`src/rtl/l1_mem_arbiter.sv`:
```
// rtl/l1_mem_arbiter.sv - shares the memory block port between I-cache and D-cache miss traffic
// Define L1_MEM_ARB_RR_EN for round-robin ties; default build is fixed D-over-I priority.
module l1_mem_arbiter #(
  parameter int ADDR_BITS  = 26,
  parameter int BLOCK_BITS = 128
) (
  input  logic                  clock,
  input  logic                  reset,
  input  logic                  iMemRen,
  input  logic [ADDR_BITS-1:0]  iBlockAddr,
  output logic                  iMemReadReady,
  output logic [BLOCK_BITS-1:0] iMemDout,
  input  logic                  dMemRen,
  input  logic                  dMemWen,
  input  logic [ADDR_BITS-1:0]  dBlockAddr,
  input  logic [BLOCK_BITS-1:0] dMemDin,
  output logic                  dMemReadReady,
  output logic                  dMemWriteDone,
  output logic [BLOCK_BITS-1:0] dMemDout,
  output logic                  memRen,
  output logic                  memWen,
  output logic [ADDR_BITS-1:0]  memBlockAddr,
  output logic [BLOCK_BITS-1:0] memDin,
  input  logic                  memReadReady,
  input  logic                  memWriteDone,
  input  logic [BLOCK_BITS-1:0] memDout
);

  typedef enum logic [2:0] {IDLE, I_RD, D_RD, D_WR, RELEASE} state_t;

  state_t state;
  logic   lock;
  logic   d_req;
  logic   d_tie;
  logic   d_wins;

`ifdef L1_MEM_ARB_RR_EN
  logic   i_first;
  assign d_tie = ~i_first;
`else
  assign d_tie = 1'b1;
`endif

  assign d_req  = dMemRen | dMemWen;
  // lock keeps a writeback and its refill back to back ahead of a waiting I miss
  assign d_wins = d_req & (lock | ~iMemRen | d_tie);

  always_ff @(posedge clock) begin
    if (reset) begin
      state <= IDLE;
      lock  <= 1'b0;
`ifdef L1_MEM_ARB_RR_EN
      i_first <= 1'b1;
`endif
    end else begin
      case (state)
        IDLE: begin
          if (d_wins) begin
            state <= dMemWen ? D_WR : D_RD;
`ifdef L1_MEM_ARB_RR_EN
            i_first <= 1'b1;
`endif
          end else if (iMemRen) begin
            state <= I_RD;
`ifdef L1_MEM_ARB_RR_EN
            i_first <= 1'b0;
`endif
          end
          if (!d_req) lock <= 1'b0;
        end
        I_RD: begin
          if (!iMemRen || memReadReady) state <= RELEASE;
        end
        D_RD: begin
          if (!dMemRen) begin
            state <= RELEASE;
          end else if (memReadReady) begin
            state <= RELEASE;
            lock  <= 1'b0;
          end
        end
        D_WR: begin
          if (!dMemWen) begin
            state <= RELEASE;
          end else if (memWriteDone) begin
            state <= RELEASE;
            lock  <= 1'b1;
          end
        end
        default: state <= IDLE;
      endcase
    end
  end

  always_comb begin
    memRen        = 1'b0;
    memWen        = 1'b0;
    memBlockAddr  = '0;
    memDin        = '0;
    iMemReadReady = 1'b0;
    iMemDout      = '0;
    dMemReadReady = 1'b0;
    dMemWriteDone = 1'b0;
    dMemDout      = '0;
    case (state)
      I_RD: begin
        memRen       = 1'b1;
        memBlockAddr = iBlockAddr;
        if (iMemRen && memReadReady) begin
          iMemReadReady = 1'b1;
          iMemDout      = memDout;
        end
      end
      D_RD: begin
        memRen       = 1'b1;
        memBlockAddr = dBlockAddr;
        if (dMemRen && memReadReady) begin
          dMemReadReady = 1'b1;
          dMemDout      = memDout;
        end
      end
      D_WR: begin
        memWen       = 1'b1;
        memBlockAddr = dBlockAddr;
        memDin       = dMemDin;
        if (dMemWen && memWriteDone) dMemWriteDone = 1'b1;
      end
      default: ;
    endcase
  end

endmodule

```
`config.mk`:
```
export PLATFORM = sky130hd
export DESIGN_NAME = l1_mem_arbiter
export DESIGN_NICKNAME = d
export VERILOG_FILES = /design/src/rtl/l1_mem_arbiter.sv
export SDC_FILE = /design/constraint.sdc
export NUM_CORES = 1
export LEC_CHECK = 0
export CORE_AREA = 2 2 286 288
export DETAILED_ROUTE_END_ITERATION = 16
export DIE_AREA = 0 0 288 290
export GPL_ROUTABILITY_DRIVEN = 1
export PLACE_DENSITY_LB_ADDON = 0.12
export SETUP_SLACK_MARGIN = 0.05
export SYNTH_ARGS = -nofsm -noshare
export SYNTH_HDL_FRONTEND = slang
export SYNTH_SLANG_ARGS = --single-unit
```
`constraint.sdc`:
```
create_clock -name clock -period 2.4 [get_ports clock]
set_input_delay 0.24 -clock clock [delete_from_list [all_inputs] [get_ports clock]]
set_output_delay 0.24 -clock clock [all_outputs]
set_load 0.05 [all_outputs]
```
==> metrics.yaml <==
status:
  status: "completed"
logic_synthesis:
  synth_nets: 803
  synthAdderAreaFrac: 0
  yosys.area_share.simple: 0.821
  synth_compound_area_frac: 0.0840
  syn_inst: 488
  synth_edf_count: 0
  syn-cell-area_um2: 3070
  yosysUniqueCellTypes: 22
  synth_ff_type: "dfxtp_1"
  yosys.area_share.xor_xnor: 0.00285
  yosysSeqAreaShare: 0.0196
  synthMuxAreaShare: 0
  synthArstFlopShare: 0
  synth_top_family_by_area: "simple AND/OR/NAND/NOR gates"
  synth_warnings: 0
  syn_avg_cell_area_um2: 6.29
  synth.ff_latch_count: 3
global_routing:
  first_global_vias: 6851
  use_met2: 0.233
  gr-usage-met3: 0.0463
  grt-ovfl-total: 0
  grt.total_usage: 0.114
  antenna_found_initial: 34
  grt_pass1_wl_um: 65300
  grt-busiest-layer: "met2"
  grt_max_degree: 65
  use_met1: 0.107
place:
  preCtsSetupSlack_ns: 0.186
  place.detailed.hpwl_um: 47800
  place_area_um2: 15800
  io_buffer_count: 729
  gp_congestion: 0.756
sta:
  fmax_mhz: 470
  period_needed_ns: 2.13
  fin_worst_skew_ns: 0.000152
  max_slew_margin: 0.612
  finalSetupViolCount: 0
  hold_viol: 0
  rsz0062_at_grt: "no"
  tns_ns: 0
  setup_ws_ns: 0.272
  holdWs_ns: 0.584
  fin_crit_sh: 0.887
  final_max_slew_viol_count: 0
  worst_pin_slew_ns: 0.580
setup_path:
  worstSetupPathType: "flip-flop to primary output"
  cp_slowest_cell: "dfxtp_1"
  crit_chain: "nor3b_4 > and3_4 > buf_4 > and2_1 > buf_12"
  cp.required_ns: 2.16
  crit_arrival_ns: 1.89
  path_delay_family: "simple AND/OR/NAND/NOR gates"
  path_buf_inv: 2
  max_stage_delay_ns: 0.43
  critPathMaxFanout: 26
  cp-end-kind: "primary output"
  start_kind: "flip-flop"
clock_tree:
  cts_tree: "built"
  htreeDepth: 1
  insertion_delay_ns: 0.22
  ctsHoldBuffers: 0
  clock-sinks: 3
  clockBufferDepth: 2
  post_cts_resized: 0
  cts_setup_buffers: 0
  numCtsBuffers: 3
  clk_pin_slew_worst_paths_ns: 0.03
  clockRootBuffer: "clkbuf_16"
pwr:
  p_int_mw: 2.18
  pwr-share-clk: 0.062
  p_sw_mw: 2.09
  p_seq_frac: 0.020
  peakVddDrop_mv: 0.175
  sw_frac_of_total: 0.489
  combinationalPowerShare: 0.918
  cellPowerDensity_nw_per_um2: 269
  p_total_mw: 4.28
  leakagePower_nw: 6.09
detailed_routing:
  ant_nets: 0
  totalWireLength_um: 50400
  vias_per_cell: 2.80
  drc: 0
  vias: 6306
  dr.pass1.iters: 4
  drt-initial-drc-count: 78
  wl_per_cell_um: 22.4
layout:
  top_register: "state"
  stdcell_area_um2: 15900
  largest_reg_flops: 3
  synthToLayoutAreaGrowth_pct: 417
  mostFrequentLayoutCells: "417 x buf_12, 384 x and2_1, 315 x clkdlybuf4s50_1"
  nets: 1503
  final_common_cell: "buf_12"
  top_regs: "state x3"
  drive_gt1_frac: 0.368
worst_hold_path:
  min_path_type: "flip-flop to flip-flop"
die:
  start_util: 0.0383
  die_w_um: 288
  core-area_um2: 80200
  ios: 730
  chipHeight_um: 290
  rows: 104
  die_area_um2: 83500
flow_run:
  drv_cap: 0
==> per-stage QoR <==
stage | std cells | utilization
2_1_floorplan | 488 | -
3_3_place_gp | 2243 | 0.197
3_5_place_dp | 2243 | 0.197
4_1_cts | 2247 | 0.198
5_1_grt | 2248 | 0.198
6_report | 2251 | 0.198
==> Yosys cell counts, types with 2 or more instances <==
cell type  count  area share
and2_1       384        0.78
clkbuf_1      32       0.039
a22o_1        26       0.074
clkbuf_2      11       0.018
nor2_1         6      0.0073
buf_2          4      0.0065
dfxtp_1        3       0.020
inv_1          3      0.0037
and3_1         2      0.0041
buf_4          2      0.0049
nor2b_1        2      0.0041
nor4_1         2      0.0041
or3_1          2      0.0041
==> layout make-up <==
class / instances / area [um^2]
fill: 8812 / 64300
inverter: 3 / 11.3
sequential: 3 / 60.1
timing repair buffer: 744 / 11600
antenna: 4 / 10.0
multi-input combinational: 433 / 2800
tap: 1060 / 1330
clock buffer: 4 / 78.8
==> path summary, 6_finish.rpt <==
kind,depth (start not counted),to,startpoint,slack (ns)
setup / recovery,5,iMemDout[79],state[0],0.27
hold / removal,2,state[2],state[0],0.58
setup reg to reg,5,state[1],state[0],0.90
hold reg to reg,2,state[2],state[0],0.58
==> worst min-delay path, delay by kind of cell (launching register included) <==
| kind | cells | cell delay, ns |
|---|---|---|
| flip-flops | 1 | 0.36 |
| AND/OR/NAND/NOR | 2 | 0.17 |
==> metal layers <==
| layer | wire length [um] | part of all wire |
|---|---|---|
| met5 | 128 | 0.0025 |
| met4 | 485 | 0.0096 |
| met3 | 5470 | 0.11 |
| met2 | 28000 | 0.56 |
| met1 | 16300 | 0.32 |
==> cell families (layout without fill, tap and decap cells) <==
kind of cell,Yosys count,after routing
AND/OR/NAND/NOR,402,402
buffers and inverters,52,751
AO/OA/AOI/OAI,30,30
flip-flops,3,3
XOR/XNOR,1,1
other,0,4
==> power by group through the flow <==
stage / clock network, mW / logic, mW / registers, mW
global placement: 0 / 4.00 / 0.0852
finish: 0.265 / 3.93 / 0.0851
floorplan: 0 / 1.63 / 0.0718
CTS: 0.271 / 4.01 / 0.0843
detailed placement: 0 / 4.00 / 0.0850
global route: 0.274 / 4.08 / 0.0865
(Power assumes the default switching activity.)
